File: src/rtl/fire_control.sv
// fire_control: engagement sequencer sitting in front of the ammo
// saturation counter. Turns trigger / burst / reload requests into
// single-cycle fire and load strobes, and latches the per-shot rate.
//
// Ports
//   clk, rst        : clock, synchronous active-high reset
//   mode_selector   : one-hot ship mode, 4'b0010 = attack (armed)
//   trigger         : pilot trigger level; rising edge starts an engagement
//   burst_en        : sampled at engagement start, BURST_LEN shots vs one
//   reload_req      : refill request, handled only while idle
//   fire_rate_in    : ammo consumed per shot
//   cooldown_in     : idle cycles between shots
//   ammo_level      : current ammo from the counter
//   ammo_max_in     : magazine capacity written on reload
//   fire            : one-cycle down strobe to the counter
//   fire_rate       : rate latched at engagement start
//   load            : one-cycle load strobe to the counter
//   load_max        : 2'b10 load new max, 2'b01 hold
//   ammo_in         : value presented to the counter input
//   busy            : high whenever not idle
//   error           : one-cycle refused-shot pulse
module fire_control #(
  parameter int unsigned AMMO_W        = 9,
  parameter int unsigned CD_W          = 4,
  parameter int unsigned BURST_LEN     = 3,
  parameter int unsigned RELOAD_CYCLES = 8
) (
  input  logic              clk,
  input  logic              rst,
  input  logic [3:0]        mode_selector,
  input  logic              trigger,
  input  logic              burst_en,
  input  logic              reload_req,
  input  logic [AMMO_W-1:0] fire_rate_in,
  input  logic [CD_W-1:0]   cooldown_in,
  input  logic [AMMO_W-1:0] ammo_level,
  input  logic [AMMO_W-1:0] ammo_max_in,
  output logic              fire,
  output logic [AMMO_W-1:0] fire_rate,
  output logic              load,
  output logic [1:0]        load_max,
  output logic [AMMO_W-1:0] ammo_in,
  output logic              busy,
  output logic              error
);

  localparam int unsigned SHOT_W = $clog2(BURST_LEN + 1);
  localparam int unsigned RL_W   = (RELOAD_CYCLES > 0) ? $clog2(RELOAD_CYCLES + 1) : 1;

  typedef enum logic [1:0] {
    S_IDLE,
    S_FIRE,
    S_COOL,
    S_RELOAD
  } state_t;

  state_t            state, state_n;
  logic              trig_d;
  logic [CD_W-1:0]   cd, cd_n;
  logic [CD_W-1:0]   cool_cnt, cool_n;
  logic [SHOT_W-1:0] shots, shots_n;
  logic [RL_W-1:0]   rl_cnt, rl_n;

  logic              fire_n, load_n, busy_n, error_n;
  logic [1:0]        load_max_n;
  logic [AMMO_W-1:0] ammo_in_n, fire_rate_n;

  logic trig_rise, armed, ok_new, ok_latched;

  assign trig_rise  = trigger & ~trig_d;
  assign armed      = (mode_selector == 4'b0010);
  assign ok_new     = armed & (fire_rate_in != '0) & (ammo_level >= fire_rate_in);
  assign ok_latched = armed & (fire_rate != '0) & (ammo_level >= fire_rate);

  // Strobes are registered: each one is raised on the edge that enters the
  // state it belongs to, so fire is high exactly while the state is FIRE.
  always_comb begin
    state_n     = state;
    cd_n        = cd;
    cool_n      = cool_cnt;
    shots_n     = shots;
    rl_n        = rl_cnt;
    fire_n      = 1'b0;
    load_n      = 1'b0;
    load_max_n  = 2'b01;
    ammo_in_n   = ammo_in;
    fire_rate_n = fire_rate;
    error_n     = 1'b0;

    case (state)
      S_IDLE: begin
        if (reload_req) begin
          state_n    = S_RELOAD;
          load_n     = 1'b1;
          load_max_n = 2'b10;
          ammo_in_n  = ammo_max_in;
          rl_n       = RL_W'(RELOAD_CYCLES);
        end else if (trig_rise) begin
          fire_rate_n = fire_rate_in;
          cd_n        = cooldown_in;
          shots_n     = burst_en ? SHOT_W'(BURST_LEN) : SHOT_W'(1);
          if (ok_new) begin
            state_n = S_FIRE;
            fire_n  = 1'b1;
          end else begin
            error_n = 1'b1;
          end
        end
      end

      S_FIRE: begin
        shots_n = shots - SHOT_W'(1);
        cool_n  = cd;
        state_n = S_COOL;
      end

      S_COOL: begin
        if (cool_cnt != '0) begin
          cool_n = cool_cnt - CD_W'(1);
        end else if ((shots == '0) || !armed) begin
          state_n = S_IDLE;
        end else if (ok_latched) begin
          state_n = S_FIRE;
          fire_n  = 1'b1;
        end else begin
          state_n = S_IDLE;
          error_n = 1'b1;
        end
      end

      S_RELOAD: begin
        if (rl_cnt == '0) begin
          state_n = S_IDLE;
        end else begin
          rl_n = rl_cnt - RL_W'(1);
        end
      end

      default: state_n = S_IDLE;
    endcase

    if ((state != S_IDLE) && trig_rise) begin
      error_n = 1'b1;
    end

    busy_n = (state_n != S_IDLE);
  end

  always_ff @(posedge clk) begin
    if (rst) begin
      state     <= S_IDLE;
      trig_d    <= 1'b0;
      cd        <= '0;
      cool_cnt  <= '0;
      shots     <= '0;
      rl_cnt    <= '0;
      fire      <= 1'b0;
      load      <= 1'b0;
      load_max  <= 2'b01;
      ammo_in   <= '0;
      fire_rate <= '0;
      busy      <= 1'b0;
      error     <= 1'b0;
    end else begin
      state     <= state_n;
      trig_d    <= trigger;
      cd        <= cd_n;
      cool_cnt  <= cool_n;
      shots     <= shots_n;
      rl_cnt    <= rl_n;
      fire      <= fire_n;
      load      <= load_n;
      load_max  <= load_max_n;
      ammo_in   <= ammo_in_n;
      fire_rate <= fire_rate_n;
      busy      <= busy_n;
      error     <= error_n;
    end
  end

endmodule
File: config.mk
export PLATFORM = sky130hd
export DESIGN_NAME = fire_control
export DESIGN_NICKNAME = d
export VERILOG_FILES = /design/src/rtl/fire_control.sv
export SDC_FILE = /design/constraint.sdc
export NUM_CORES = 1
export LEC_CHECK = 0
export ABC_CLOCK_PERIOD_IN_PS = 1800
export BUFFER_PORTS_ARGS = -buffer_cell sky130_fd_sc_hd__buf_2
export CAP_MARGIN = 20
export CORE_MARGIN = 3
export CORE_UTILIZATION = 51
export DETAILED_ROUTE_END_ITERATION = 6
export PLACE_DENSITY = 0.79
export SLEW_MARGIN = 20
export SYNTH_ARGS = -nofsm -noshare
export SYNTH_HDL_FRONTEND = slang
export SYNTH_SLANG_ARGS = --single-unit
File: constraint.sdc
create_clock -name clk -period 1.8 [get_ports clk]
set_input_delay 0 -clock clk [delete_from_list [all_inputs] [get_ports clk]]
set_output_delay 0 -clock clk [all_outputs]
set_load 0.05 [all_outputs]
==> results.cfg <==
[cts]
cts_tree = done
clock_sinks = 40
cts_max_path_buffers = 2
cts_made_buffers = 5
clkSlewWorstSetupHoldPaths_ns = 0.08
htree_levels = 2
clock_latency_ns = 0.29
cts_setup_buffers = 0
root_buffer = clkbuf_8

[drt]
final_antenna_net_count = 0
num_vias = 2195
drt_pre_antenna_iters = 4
first_iter_violations = 126
vias_per_cell = 5.433
wl_per_cell_um = 14.93
drc = 0
postRouteWirelength_um = 6031

[worst_setup_path]
cp_slowest_stage_delay_ns = 0.61
worstPathRequired_ns = 2.01
rrSetupSlack_ns = 0.04
cp-start-kind = flop
path_max_fanout = 11
end_kind = flop
arrival_ns = 1.97
r2r-start = state[1]
worstSetupPathType = flop to flop
r2r_cells = 4
cpLargestDelayFamily = simple AND/OR/NAND/NOR gates
cp_slowest_cell = dfxtp_1
path_buf_inv = 0
path_cells = or4b_1 -> nor3_1 -> a211oi_1 -> a211oi_1
startpoint = state[1]
r2r_end = cool_cnt[3]
cp_common_cell = a211oi_1

[floorplan]
ios = 64
die_area_sq_mm = 0.005059
core_area_sq_mm = 0.004058
row_count = 23
start_util_pct = 53.31
die_w_um = 71.13
die_h_um = 71.13

[worst_hold_path]
hold_path_depth = 2
worstHoldPathType = primary input to flop
hold_start = rst
min_to = shots[0]

[power_and_ir_drop]
share_seq_of_total_power_pct = 42.9
internal-power_mw = 1.587
power_density_mw_per_mm2 = 797.7
clkPwrFrac_pct = 31.3
p_comb_share_pct = 25.8
leakage_nw = 1.304
finalPower_mw = 2.329
ir_drop_uv = 524.6
swShare_pct = 31.86
p_sw_mw = 0.7418

[grt]
grt_usage_pct = 24.79
grt_pass1_wl_um = 9901
grt_pass1_vias = 2184
grt_max_degree = 23
antenna_found_initial = 0
grt_overflow = 0

[yosys]
synth_area_leaders = dfxtp_1 37%, ha_1 13%, nand2_1 9.2%, a21oi_1 7.9%, inv_1 4.3%
avgSynthCellArea_sq_um = 8.102
synth_edf_count = 0
synth_top_area_share_pct = 37.02
synth_top_area_cell = dfxtp_1
synthesis.area_sq_mm = 0.002163
yosysMostFrequentCell = nand2_1
synthArstFlopShare_pct = 0
synth_common_cells = 53 x nand2_1, 40 x dfxtp_1, 34 x a21oi_1
ys.flop_type = dfxtp_1
ys_seq_area_share_pct = 37.02
yosys_warnings = 0
syn_nets = 330
ys_ff_latch = 40
syn_inst = 267
ys_types = 46

[place]
io_buffer_count = 63
dp_hpwl_um = 4040
dp_slack_ns = 0.04500
place_congestion = 0.8706

[cells_and_area]
antenna_cells = 0
nets = 416
layout-drive-gt1-share_pct = 27.97
area_growth_pct = 34.93

[sta]
slew_violations = 0
fmax_mhz = 567.9
finalHoldViolCount = 0
rsz0062_at_grt = true
layout_setup_ws_ns = 0.03919
finalWorstPathRequiredPeriod_ns = 1.761
fin_crit_sh_pct = 97.82
slew_headroom_pct = 63.34
whs_ns = 0.1019
fin_skew_ns = 0.006269
finalSetupViolations = 0
tightest_slew_ns = 0.5485

[run]
max_cap_viol_count = 0

[run_status]
outcome = completed
state kept, by name, indices dropped and copies added (netlist names):
name	flops
busy	1
load	1
fire_rate	9
shots	2
rl_cnt	4
trig_d	1
load_max	1
cool_cnt	4
error	1
fire	1
cd	4
ammo_in	9
state	2
how the worst max path moves through the flow:
stage	to	slack, ns	depth (start not counted)
after CTS	state[0]	0.03	8
final	cool_cnt[3]	0.04	4
after floorplan	busy	0.02	7
after global routing	cool_cnt[3]	-0.07	4
after global placement	busy	0.11	8
after detailed placement	state[0]	0.05	8
metal layers:
layer | GRT usage (%) | up-vias | share of wire, %
met3 | 6.392 | 14 | 7.0
met2 | 43.36 | 92 | 50
li1 | - | 1084 | -
met4 | 7.933 | 0 | 2.0
met1 | 29.59 | 1005 | 41
met5 | 0 | - | 0
final cells by class:
class / count / area [sq um]
Clock buffer: 6 / 72.57
Clock inverter: 2 / 35.03
Fill cell: 317 / 1139
Inverter: 25 / 93.84
Multi-Input combinational cell: 191 / 1262
Sequential cell: 40 / 812.0
Tap cell: 50 / 62.56
Timing Repair Buffer: 90 / 580.6
logic make-up after synthesis:
family / Yosys count / share of synthesized area [%]
multiplexers: 3 / 1.388
buffers and inverters: 36 / 6.882
flip-flops: 40 / 37.02
XOR/XNOR: 1 / 0.4049
adder cells (fa/ha/maj): 23 / 13.30
AO/OA/AOI/OAI: 60 / 17.18
AND/OR/NAND/NOR: 104 / 23.83
what timing repair did:
item,4_1_cts,5_1_grt
resized for setup,0,12
hold buffers,23,0
endpoints found under the hold margin,23,0
setup endpoints to repair,0,4
placed cells by master, fill, tap and decap left out, types with 2 or more instances in the layout:
master and count:
dfxtp_1 33, nand2b_1 6, o21ai_0 3, nor2b_1 3, dlygate4sd3_1 22, nor2_1 18
a21oi_1 32, dfxtp_2 6, nor4b_2 2, nor3_1 4, buf_2 62, nor4_1 2
mux2i_1 3, a2111oi_2 2, inv_1 25, nand3_1 3, ha_1 23, a21oi_2 2
clkbuf_8 5, o21ai_1 4, buf_4 5, a211oi_1 6, nand2_1 53
worst register-to-register path: stages (launching register included):
cell and delay, ns:
dfxtp_1 0.61, or4b_1 0.53, nor3_1 0.20, a211oi_1 0.09, a211oi_1 0.24
power groups by stage:
stage | combinational (mW) | clock [mW] | sequential [mW]
final | 0.600 | 0.729 | 0.999
after floorplan | 0.279 | 0 | 1.11
after global placement | 0.513 | 0 | 1.01
after detailed placement | 0.524 | 0 | 1.02
after CTS | 0.569 | 0.737 | 0.997
after global routing | 0.658 | 0.770 | 1.01
metrics by stage:
| stage | instance area (sq um) | TNS [ns] | utilization, % | std cells |
|---|---|---|---|---|
| final | 2919 | 0 | 71.94 | 404 |
| after global routing | 2919 | -0.1281 | 71.94 | 404 |
| after CTS | 2873 | 0 | 70.80 | 405 |
| after detailed placement | 2535 | 0 | 62.47 | 374 |
| after global placement | 2535 | 0 | 62.47 | 374 |
| after floorplan | 2175 | 0 | - | 267 |
Note: power is estimated with default switching activity, not from simulation.
